--- config.mk ---
export PLATFORM = sky130hd
export DESIGN_NAME = lcd_write_sink
export DESIGN_NICKNAME = d
export VERILOG_FILES = /design/src/rtl/lcd_write_sink.sv
export SDC_FILE = /design/constraint.sdc
export NUM_CORES = 1
export LEC_CHECK = 0
export CAP_MARGIN = 0
export CELL_PAD_IN_SITES_DETAIL_PLACEMENT = 0
export CELL_PAD_IN_SITES_GLOBAL_PLACEMENT = 1
export CORE_MARGIN = 5
export CORE_UTILIZATION = 45
export CTS_BUF_LIST = sky130_fd_sc_hd__clkbuf_16
export CTS_CLUSTER_DIAMETER = 150
export DETAILED_ROUTE_END_ITERATION = 6
export DONT_BUFFER_PORTS = 1
export GPL_ROUTABILITY_DRIVEN = 0
export PLACE_DENSITY = 0.68
export SYNTH_ARGS = -nofsm -noshare
export SYNTH_HDL_FRONTEND = slang
export SYNTH_SLANG_ARGS = --single-unit
export TNS_END_PERCENT = 5
--- constraint.sdc ---
create_clock -name clock -period 3.08 [get_ports clock]
set_input_delay 0.462 -clock clock [delete_from_list [all_inputs] [get_ports clock]]
set_output_delay 0.462 -clock clock [all_outputs]
set_load 0.02 [all_outputs]
--- src/rtl/lcd_write_sink.sv ---
// Buffers processor LCD writes in a FIFO, runs the HD44780 power-up/init sequence,
// then replays bytes onto an 8-bit LCD bus. Optional `LCD_CURSOR_TRACK_EN: 16x2 line wrap.
module lcd_write_sink #(
  parameter int T_POWERUP  = 1000000,
  parameter int T_EN       = 16,
  parameter int T_CHAR     = 2500,
  parameter int T_CLEAR    = 100000,
  parameter int FIFO_DEPTH = 16
) (
  input  logic        clock,
  input  logic        reset,
  input  logic        lcd_write,
  input  logic [31:0] lcd_data,
  output logic        lcd_full,
  output logic        lcd_ready,
  output logic        lcd_overflow,
  output logic        lcd_en,
  output logic        lcd_rs,
  output logic        lcd_rw,
  output logic [7:0]  lcd_db,
  output logic        lcd_on
);
  localparam int AW = $clog2(FIFO_DEPTH);
  localparam logic [AW:0]  DEPTH_C = (AW+1)'(FIFO_DEPTH);
  localparam logic [31:0]  C_PWR   = 32'(T_POWERUP - 1);
  localparam logic [31:0]  C_EN    = 32'(T_EN - 1);
  localparam logic [31:0]  C_CHR   = 32'(T_CHAR - 1);
  localparam logic [31:0]  C_CLR   = 32'(T_CLEAR - 1);

  typedef enum logic [2:0] {
    S_PWR, S_INIT, S_IDLE, S_SETUP, S_PULSE, S_HOLD, S_WAIT
  } state_t;

  state_t        r_state, w_next;
  logic [31:0]   r_cnt;
  logic [1:0]    r_idx;
  logic [8:0]    r_byte;
  logic          r_ready, r_en, r_rs, r_ovf;
  logic [7:0]    r_db;
  logic [8:0]    r_mem [FIFO_DEPTH];
  logic [AW-1:0] r_wr, r_rd;
  logic [AW:0]   r_count;
  logic [8:0]    w_head;
  logic          w_push, w_pop, w_ins, w_is_clr, w_wait_done;
  logic [7:0]    w_ins_byte;
  logic          w_unused;

  assign w_unused = ^lcd_data[31:9];

  function automatic logic [7:0] init_byte(input logic [1:0] i);
    case (i)
      2'd0:    return 8'h38;
      2'd1:    return 8'h0C;
      2'd2:    return 8'h01;
      default: return 8'h06;
    endcase
  endfunction

  assign w_head      = r_mem[r_rd];
  assign w_is_clr    = r_byte[8] && (r_byte[7:0] == 8'h01 || r_byte[7:0] == 8'h02);
  assign w_wait_done = (r_cnt == (w_is_clr ? C_CLR : C_CHR));
  assign w_pop       = (r_state == S_IDLE) && (r_count != '0) && !w_ins;
  assign w_push      = lcd_write && ((r_count != DEPTH_C) || w_pop);

`ifdef LCD_CURSOR_TRACK_EN
  logic       r_line;
  logic [4:0] r_col;

  // A full line is wrapped lazily: the jump command goes out only once another data byte is due.
  assign w_ins      = (r_state == S_IDLE) && (r_count != '0) && !w_head[8] && (r_col == 5'd16);
  assign w_ins_byte = r_line ? 8'h80 : 8'hC0;

  always_ff @(posedge clock) begin
    if (reset) begin
      r_line <= 1'b0;
      r_col  <= '0;
    end else if (r_state == S_IDLE && r_count != '0) begin
      if (w_ins) begin
        r_line <= ~r_line;
        r_col  <= '0;
      end else if (!w_head[8]) begin
        r_col <= r_col + 5'd1;
      end else if (w_head[7:0] == 8'h01 || w_head[7:0] == 8'h02) begin
        r_line <= 1'b0;
        r_col  <= '0;
      end
    end
  end
`else
  assign w_ins      = 1'b0;
  assign w_ins_byte = 8'h00;
`endif

  always_comb begin
    w_next = r_state;
    case (r_state)
      S_PWR:   if (r_cnt == C_PWR) w_next = S_INIT;
      S_INIT:  w_next = S_SETUP;
      S_IDLE:  if (r_count != '0) w_next = S_SETUP;
      S_SETUP: w_next = S_PULSE;
      S_PULSE: if (r_cnt == C_EN) w_next = S_HOLD;
      S_HOLD:  w_next = S_WAIT;
      S_WAIT:  if (w_wait_done) w_next = (!r_ready && r_idx != 2'd3) ? S_INIT : S_IDLE;
      default: w_next = S_PWR;
    endcase
  end

  always_ff @(posedge clock) begin
    if (reset) begin
      r_state <= S_PWR;
      r_cnt   <= '0;
      r_idx   <= '0;
      r_byte  <= '0;
      r_ready <= 1'b0;
      r_en    <= 1'b0;
      r_rs    <= 1'b0;
      r_db    <= '0;
      r_ovf   <= 1'b0;
      r_wr    <= '0;
      r_rd    <= '0;
      r_count <= '0;
    end else begin
      r_state <= w_next;
      r_cnt   <= (w_next != r_state) ? '0 : r_cnt + 32'd1;
      if (r_state == S_INIT)
        r_byte <= {1'b1, init_byte(r_idx)};
      else if (r_state == S_IDLE && r_count != '0)
        r_byte <= w_ins ? {1'b1, w_ins_byte} : w_head;
      // Pins trail the FSM by one edge so the bus settles a cycle before enable rises.
      if (r_state == S_SETUP) begin
        r_db <= r_byte[7:0];
        r_rs <= ~r_byte[8];
      end
      r_en <= (r_state == S_PULSE);
      if (r_state == S_WAIT && w_wait_done && !r_ready) begin
        if (r_idx == 2'd3) r_ready <= 1'b1;
        else               r_idx   <= r_idx + 2'd1;
      end
      if (w_push) begin
        r_mem[r_wr] <= lcd_data[8:0];
        r_wr        <= r_wr + 1'b1;
      end
      if (w_pop) r_rd <= r_rd + 1'b1;
      if (w_push && !w_pop)      r_count <= r_count + 1'b1;
      else if (w_pop && !w_push) r_count <= r_count - 1'b1;
      if (lcd_write && !w_push) r_ovf <= 1'b1;
    end
  end

  assign lcd_full     = (r_count == DEPTH_C);
  assign lcd_ready    = r_ready;
  assign lcd_overflow = r_ovf;
  assign lcd_en       = r_en;
  assign lcd_rs       = r_rs;
  assign lcd_db       = r_db;
  assign lcd_rw       = 1'b0;
  assign lcd_on       = 1'b1;
endmodule

## Yosys cells after proc, flatten, opt, wreduce, memory -nomap -nowiden

Memory sizes are Yosys's and may differ from the RTL's. A register that Yosys moved wholly into a read port is not among the register bits.
Cells that the tools add are included.

- Add/subtract/negate cells: 6
- Eq/ne operators: 18
- Mux-type cells: 17
- Bitwise operators: 2
- Reductions and logical operators: 22

Operator list:

| operator | number |
|---|---|
| $add A32 B1 Y32 const B | 1 |
| $eq A32 B17 Y1 | 1 |
| $eq A32 B20 Y1 const B | 1 |
| $eq A32 B4 Y1 const B | 1 |
| $pmux W3 S7 | 1 |
| $mux W9 | 2 |
| $pmux W6 S3 | 1 |
| $mux W17 | 1 |
| $mux W3 | 4 |
| $mux W5 | 2 |
| $eq A3 B3 Y1 const B | 3 |
| $logic_and A1 B1 Y1 | 9 |
| $add A4 B1 Y4 const B | 2 |
| $eq A8 B1 Y1 const B | 1 |
| $eq A8 B2 Y1 const B | 1 |
| $mux W4 | 2 |
| $eq A3 B2 Y1 const B | 2 |
| $add A5 B1 Y5 const B | 1 |
| $eq A5 B5 Y1 const B | 1 |
| $ne A5 B5 Y1 const B | 1 |
| $reduce_bool A5 Y1 | 1 |
| $sub A5 B1 Y5 const B | 1 |
| $eq A2 B2 Y1 const B | 2 |
| $reduce_and A2 Y1 | 2 |
| other kinds (14) | 21 |

- Register bits after elaboration: 71
- Bits in writable memories: 144
- Bits of input ports: 35
- Output and inout bits: 15
- Logic and storage cells: 78
- Memories: 1

Memories:

| name | depth | width | read ports | clocked after memory_dff | wr ports | line | text |
|---|---|---|---|---|---|---|---|
| r_mem | 16 | 9 | 1 | 1 | 1 | 40 | `logic [8:0] r_mem [FIFO_DEPTH];` |

## Logic depth before layout (Yosys ltp)

Gate-level depths: netlist (run 1).

- Depth after elaboration: 9
- Gate-level depth with buffers: 13
- Mapped depth without buffers: 11

## Worst setup path after synthesis (run 1)

Ideal clock, no wire load.

- Path kind: flip-flop to flip-flop
- Start: register r_state[2]
- End: register r_count[4]
- Setup time: 0.071 ns
- Arrival: 2.810 ns
- Required time: 3.009 ns
- Path slack: 0.200 ns
- Cell stages (with the launch flop): 14
- Buffers on the path: 2
- Clock period less this slack: 2.880 ns
- Cells stage by stage: dfxtp_1 buf_2 or3b_1 a21oi_1 inv_2 clkbuf_1 ha_1 inv_1 ha_1 a21o_1 a21oi_1 xnor2_1 or3_1 a21oi_1

- Word-level cells in the longest chain between the ends: 7
- Elaborated cells between the ends (all ways): 10
- Those cells by class: 1 x eq/ne; 1 x mux; 8 x reduce/logical

Ends and longest elaborated chain:

| element | line | text |
|---|---|---|
| from (decl) | 34 | `state_t r_state, w_next;` |
| from (signal assigned) | 123 | `r_state <= w_next;` |
| $eq A3 B2 Y1 (*) | 62 | `assign w_pop = (r_state == S_IDLE) && (r_count != '0) && !w_ins;` |
| $logic_and A1 B1 Y1 (*) | 62 |  |
| $logic_or A1 B1 Y1 | 63 | `assign w_push = lcd_write && ((r_count != DEPTH_C) \|\| w_pop);` |
| $logic_and A1 B1 Y1 | 63 |  |
| $logic_not A1 Y1 | 145 | `else if (w_pop && !w_push) r_count <= r_count - 1'b1;` |
| $logic_and A1 B1 Y1 | 145 |  |
| $reduce_bool A2 Y1 (no line) | - |  |
| to (signal assigned) | 144 | `if (w_push && !w_pop) r_count <= r_count + 1'b1;` |
| to (signal assigned) | 145 |  |
| to (decl) | 42 | `logic [AW:0] r_count;` |

Every way passes the cells marked *; elsewhere a longest branch is shown, timed or not.
A chain may end at the register's enable or synchronous reset.

## Worst setup path after layout (run 1)

- Start: register r_count[0]
- End: register r_count[4]

- Word-level cells in the longest chain between the ends: 7
- Elaborated cells between the ends (all ways): 14
- Those cells by class: 2 x add/sub; 1 x eq/ne; 2 x mux; 9 x reduce/logical

Ends and longest elaborated chain:

| element |
|---|
| parallel branches: the longest is 7 deep, another holds $sub A5 B1 Y5 |

Several ways; the timed one is not identified. The select of a mux whose other input is x is not followed.

==> flow_summary_export.csv, run 1 <==
group,metric,value,unit
status,outcome,"completed",
cts,clk_pin_slew,60,ps
worst_setup_path,slowest_delay,460,ps
power,fin_total_pwr,6.52,mW
sta,rsz0062_at_grt,"no",
route,routed_wl,19.8,mm
finish,drive_gt1_frac,0.221,
cts,cts_made_buffers,24,
sta,hold_viol,0,
worst_setup_path,r2r_slack,380,ps
cts,clock_sinks,219,
logic_synthesis,ys_types,62,
worst_setup_path,cp-start-kind,"flip-flop",
logic_synthesis,synth_top_area_frac,0.461,
power,powerDensity,618,mW/mm^2
cts,clockBufferDepth,3,
logic_synthesis,syn_avg_cell_area,14.2,um^2
place,io_buffers,0,
hold_path,min_path_type,"input pin to flip-flop",
finish,syn_to_final_growth,12.3,%
floorplan,initial_core_util,0.461,
logic_synthesis,syn_area,0.00939,mm^2
logic_synthesis,ys_seq_elements,219,
worst_setup_path,crit_path_max_fanout,4,
global_route,grtUsageTotal,0.169,
worst_setup_path,cp_cell_sequence,"nor4_2 > a21oi_1 > inv_2 > ha_1 > inv_1 > fa_1 > a21o_1 > a21oi_1 > xnor2_1 > or3_1 > a21oi_1",
sta,fin_tns_setup,0,ps
global_route,antenna_found_initial,0,
worst_setup_path,critPathCapture,"r_count[4]$_SDFFE_PP0P_",
finish,utilization,0.518,
sta,max_freq,0.370,GHz
worst_setup_path,cp_top_family,"simple AND/OR/NAND/NOR gates",
cts,cts_tree,"built",
logic_synthesis,synth-edff-count,144,
finish,nFillCells,1700,
sta,relSlewSlack,0.512,
sta,hold_ws,18.6,ps
logic_synthesis,yosys.cell_count.top_type,"edfxtp_1",
global_route,first_global_vias,5448,
worst_setup_path,crit_slowest_cell,"nor4_2",
route,drtAntennaViolNets,0,
logic_synthesis,ys_async_sr_fraction,0,
route,drtIter0Drc,325,
sta,skew,13.6,ps
worst_setup_path,rr_endpoint,"r_count[4]$_SDFFE_PP0P_",
floorplan,core_area,0.0204,mm^2
route,num_vias,5440,
cts,root_buffer,"clkbuf_16",
floorplan,dieHeight,154,um
logic_synthesis,synth_nets,711,
logic_synthesis,yosys.area.top_type,"edfxtp_1",
finish,diodes,0,
cts,cts_resized,0,
sta,fin_crit,2700,ps
worst_setup_path,ff2ff_path_depth,11,
logic_synthesis,syn-instance-count,660,
cts,clkLatencyLatePin,520,ps
logic_synthesis,ys_warn_count,0,
worst_setup_path,crit_top_cell,"a21oi_1",
route,drt_pass1_iterations,4,
worst_setup_path,cp-startpoint,"r_count[0]$_SDFFE_PP0P_",
worst_setup_path,end_kind,"flip-flop",
floorplan,ios,50,
global_route,grt_pass1_wl,31.7,mm
place,hpwl,12.8,mm
logic_synthesis,ys.flop_type,"edfxtp_1",
floorplan,die_x,154,um
floorplan,rows,52,
job,cap_violations,0,
finish,fin_nets,734,
global_route,gr-total-overflow,0,
global_route,grt_max_degree,36,
worst_setup_path,path_class,"flip-flop to flip-flop",
power,peakVddDrop,0.000435,V
cts,ctsHoldBuffers,2,
route,wl_per_cell,20.4,um
power,leakagePower,3.47,nW
cts,htree_levels,1,
worst_setup_path,cp.required,3530,ps
worst_setup_path,arrival,3150,ps
logic_synthesis,ys_top_cells_by_count,"edfxtp_1, dfxtp_1, nor2_1",
logic_synthesis,seq_area_frac_synth,0.620,
worst_setup_path,cp_num_cells,11,
sta,tightestPinTransition,731,ps
route,drc,0,
worst_setup_path,reg2reg_from,"r_count[0]$_SDFFE_PP0P_",
cts,post_cts_buffers,0,
floorplan,die-area,0.0239,mm^2
sta,fin_crit_sh,0.877,
worst_setup_path,worst-path-buf-inv,2,
sta,drv_slew,0,
logic_synthesis,synthTopCellsByArea,"edfxtp_1, dfxtp_1, mux4_2",
route,viasPerCell,5.61,
sta,setup_violations,0,
per-layer routing:
layer | part of all wire | wire length, um | track usage
met1 | 0.45 | 8970 | 0.240
met3 | 0.058 | 1140 | 0.0310
met5 | 0 | 0 | 0
met2 | 0.47 | 9320 | 0.273
met4 | 0.018 | 351 | 0.0362
final cells by class:
type                    instances  area, um^2  share of cell area
well taps                     270         338              0.0320
clock inverters                17        86.3             0.00819
flip-flops and latches        219        5830               0.553
clock buffers                  26         651              0.0617
repair buffers                 35         280              0.0266
multi-input cells             389        3310               0.314
inverters                      14        52.6             0.00498
report_power, final:
part | total, mW | internal [mW] | switching, mW
Combinational | 0.578 | 0.265 | 0.313
Clock | 2.64 | 1.52 | 1.12
Sequential | 3.30 | 3.22 | 0.0767
Total | 6.52 | 5.01 | 1.51
how the worst min path moves through the flow:
stage | start | to | slack [ps] | cells past startpoint
detailed placement | r_cnt[0]$_SDFF_PP0_ | r_cnt[0]$_SDFF_PP0_ | 490 | 1
floorplan | r_cnt[0]$_SDFF_PP0_ | r_cnt[0]$_SDFF_PP0_ | 450 | 1
CTS | reset | lcd_db[0]$_SDFFE_PP0P_ | 1 | 1
global route | reset | r_state[2]$_SDFF_PP0_ | 1 | 1
finish | reset | r_state[2]$_SDFF_PP0_ | 20 | 1
global placement | r_cnt[0]$_SDFF_PP0_ | r_cnt[0]$_SDFF_PP0_ | 480 | 1
registers in the layout, summed over array words and instances (netlist names), named ones only:
register      cells
r_mem           144
lcd_db            8
lcd_ready         1
lcd_en            1
lcd_overflow      1
r_byte            9
r_state           3
r_count           5
lcd_rs            1
r_wr              4
r_idx             2
r_cnt            32
r_rd              4
cells by family (layout without fill, tap and decap cells):
| group | count (synthesis) | after routing | synth area share |
|---|---|---|---|
| muxes | 58 | 58 | 0.112 |
| and+or+nand+nor | 221 | 221 | 0.141 |
| buffers and inverters | 52 | 92 | 0.0269 |
| other | 2 | 2 | 0.000800 |
| adders and majority gates | 16 | 16 | 0.0221 |
| xor gates and xnor gates | 41 | 41 | 0.0382 |
| AOI/OAI and AO/OA | 51 | 51 | 0.0388 |
| DFF | 219 | 219 | 0.620 |
layout by cell type, fill, tap and decap left out, types with 3 or more instances in the layout:
cell / netlist / routed
o21bai_1: 3 / 3
o21ai_0: 7 / 7
or3b_2: 3 / 3
nand2_1: 28 / 28
nor4_1: 17 / 17
mux4_2: 37 / 37
inv_1: 13 / 16
o31ai_1: 4 / 4
nand4_1: 12 / 12
clkinv_1: 0 / 4
nor3_2: 30 / 30
xnor2_1: 31 / 31
buf_4: 4 / 32
a21oi_1: 13 / 13
dfxtp_1: 75 / 74
and4_1: 3 / 3
nor3_1: 13 / 13
mux2i_1: 17 / 17
xor2_1: 10 / 10
or3_1: 8 / 8
nor2b_1: 6 / 6
mux2_2: 3 / 3
a31oi_1: 5 / 5
edfxtp_1: 144 / 144
and3_1: 4 / 4
clkbuf_16: 0 / 26
nor2_1: 60 / 60
nand3_1: 18 / 18
ha_1: 15 / 15
clkinv_2: 0 / 6
through the flow:
step	setup slack [ps]	std cells	area, um^2
3_3_place_gp	420	925	9790
5_1_grt	148	970	10500
6_report	379	970	10500
2_1_floorplan	200	660	9390
3_5_place_dp	392	925	9790
4_1_cts	358	970	10500
Note: power is estimated with default switching activity, not from simulation.
==> run 2: changes to the inputs <==
--- a/config.mk
+++ b/config.mk
@@ -8,7 +8,7 @@
 export CAP_MARGIN = 0
 export CELL_PAD_IN_SITES_DETAIL_PLACEMENT = 0
 export CELL_PAD_IN_SITES_GLOBAL_PLACEMENT = 1
-export CORE_MARGIN = 5
+export CORE_MARGIN = 4
 export CORE_UTILIZATION = 45
 export CTS_BUF_LIST = sky130_fd_sc_hd__clkbuf_16
 export CTS_CLUSTER_DIAMETER = 150
==> run 2 against run 1 <==
Against the previous run:
- clock skew down 5.8 ps
- count of clock-buffer cells in the layout down 1
- critical path depth unchanged
- sequential share of layout area down 0.13 points
- cell area up 0.24%
- setup slack worse by 44 ps
- die area down 2.6%
- flip-flop and latch count unchanged
- final cell count down 0.21%
- non-clock buffer count down 2
- first-iteration DRC count up 29%
- largest cell class unchanged
- sequential power about the same
==> flow_summary_export.csv, run 2 (synthesis gave the netlist of run 1 again) <==
group,metric,value,unit
cts,ctsHoldBuffers,0,
global_route,antenna_found_initial,0,
global_route,first_global_vias,5620,
place,io_buffers,0,
global_route,grt_max_degree,45,
global_route,gr-total-overflow,0,
power,peakVddDrop,0.000528,V
worst_setup_path,cp.required,3520,ps
cts,root_buffer,"clkbuf_16",
worst_setup_path,cp_top_family,"simple AND/OR/NAND/NOR gates",
cts,htree_levels,1,
place,dpl_worst_slack,295,ps
route,viasPerCell,5.65,
worst_setup_path,crit_top_cell,"a21oi_1",
floorplan,initial_core_util,0.461,
finish,diodes,0,
power,p_int,5.20,mW
worst_setup_path,ff2ff_path_depth,11,
route,drtIter0Drc,420,
worst_setup_path,cp-start-kind,"flip-flop",
floorplan,rows,52,
sta,max_freq,0.364,GHz
cts,clkLatencyLatePin,510,ps
worst_setup_path,end_kind,"flip-flop",
worst_setup_path,cp_cell_sequence,"nor4_2 > a21oi_1 > inv_2 > ha_1 > inv_1 > fa_1 > a21o_1 > a21oi_1 > xnor2_1 > or3_1 > a21oi_1",
status,outcome,"completed",
finish,syn_to_final_growth,12.6,%
sta,setup_violations,0,
cts,clock_sinks,219,
global_route,grt_pass1_wl,31.5,mm
cts,cts_made_buffers,24,
floorplan,die-area,0.0232,mm^2
worst_setup_path,slowest_delay,480,ps
floorplan,die_x,152,um
worst_setup_path,worst-path-buf-inv,2,
finish,fin_nets,732,
worst_setup_path,reg2reg_from,"r_count[0]$_SDFFE_PP0P_",
finish,most-common-layout-cells,"edfxtp_1, dfxtp_1, nor2_1",
cts,cts_resized,0,
cts,post_cts_buffers,0,
finish,reg.largest.list,"r_mem: 144 flops, r_cnt: 32 flops, r_byte: 9 flops",
route,drc,0,
finish,nFillCells,1709,
job,cap_violations,0,
power,p_switching,1.50,mW
sta,rsz0062_at_grt,"no",
sta,fin_tns_setup,0,ps
worst_setup_path,critPathCapture,"r_count[4]$_SDFFE_PP0P_",
worst_setup_path,crit_path_max_fanout,4,
sta,fin_crit,2740,ps
finish,final_common_cell,"edfxtp_1",
power,share_comb_of_total_power,0.087,
power,p_sw_frac,0.223,
sta,relSlewSlack,0.382,
power,powerDensity,633,mW/mm^2
floorplan,core_area,0.0204,mm^2
worst_setup_path,crit_slowest_cell,"nor4_2",
route,drtAntennaViolNets,0,
power,leakagePower,3.49,nW
route,drt_pass1_iterations,5,
sta,skew,7.83,ps
sta,drv_slew,0,
worst_setup_path,arrival,3180,ps
worst_setup_path,r2r_slack,340,ps
route,wl_per_cell,20.4,um
sta,setup_ws,336,ps
place,hpwl,13.0,mm
worst_setup_path,cp_num_cells,11,
sta,hold_viol,0,
worst_setup_path,rr_endpoint,"r_count[4]$_SDFFE_PP0P_",
hold_path,min_path_type,"input pin to flip-flop",
sta,tightestPinTransition,926,ps
route,routed_wl,19.8,mm
cts,cts_tree,"built",
floorplan,dieHeight,152,um
power,seq_power_share,0.494,
power,clockPowerShare,0.419,
cts,clk_pin_slew,60,ps
finish,regMostFlops,"r_mem",
floorplan,ios,50,
sta,fin_crit_sh,0.891,
worst_setup_path,cp-startpoint,"r_count[0]$_SDFFE_PP0P_",
global_route,grtUsageTotal,0.170,
worst_setup_path,path_class,"flip-flop to flip-flop",
finish,drive_gt1_frac,0.219,
cts,clockBufferDepth,3,
finish,largest_register_ffs,144,
route,num_vias,5471,
## run 2: power by group through the flow
| stage | clock network, mW | logic (mW) | registers, mW |
|---|---|---|---|
| floorplan | 0 | 0.462 | 3.34 |
| global placement | 0 | 0.563 | 3.36 |
| detailed placement | 0 | 0.586 | 3.37 |
| CTS | 2.86 | 0.590 | 3.31 |
| global route | 3.00 | 0.648 | 3.32 |
| finish | 2.81 | 0.581 | 3.31 |
## run 2: worst min path at each step
stage                        start                 endpoint  slack [ps]  cells after the start
2_1_floorplan  r_cnt[0]$_SDFF_PP0_      r_cnt[0]$_SDFF_PP0_         450                      1
3_3_place_gp   r_cnt[0]$_SDFF_PP0_      r_cnt[0]$_SDFF_PP0_         470                      1
3_5_place_dp   r_cnt[0]$_SDFF_PP0_      r_cnt[0]$_SDFF_PP0_         480                      1
4_1_cts                      reset  r_count[3]$_SDFFE_PP0P_          10                      1
5_1_grt                      reset  r_count[3]$_SDFFE_PP0P_           3                      1
6_report                     reset  r_count[3]$_SDFFE_PP0P_          30                      1
## run 2: stage by stage
stage | hold slack [ps] | cells | total power, mW | cell area, um^2 | util
global route | 3.00 | 968 | 6.97 | 10600 | 0.519
floorplan | 455 | 660 | 3.80 | 9390 | -
detailed placement | 475 | 925 | 3.95 | 9790 | 0.481
finish | 29.3 | 968 | 6.69 | 10600 | 0.519
global placement | 474 | 925 | 3.92 | 9790 | 0.481
CTS | 10.4 | 968 | 6.76 | 10600 | 0.519
## run 2: layer usage
layer / up-vias / global-route usage / part of all wire
li1: 2537 / - / -
met2: 132 / 0.269 / 0.47
met3: 29 / 0.0335 / 0.057
met1: 2773 / 0.245 / 0.46
met4: 0 / 0.0386 / 0.020
met5: - / 0 / 0
## run 2: area by class of cell
class | count | area, um^2 | share of cell area
clock buffer | 25 | 626 | 0.0592
inverter | 14 | 52.6 | 0.00497
timing repair buffer | 33 | 260 | 0.0246
tap | 270 | 338 | 0.0320
multi-input combinational | 389 | 3310 | 0.313
clock inverter | 18 | 156 | 0.0148
sequential | 219 | 5830 | 0.551
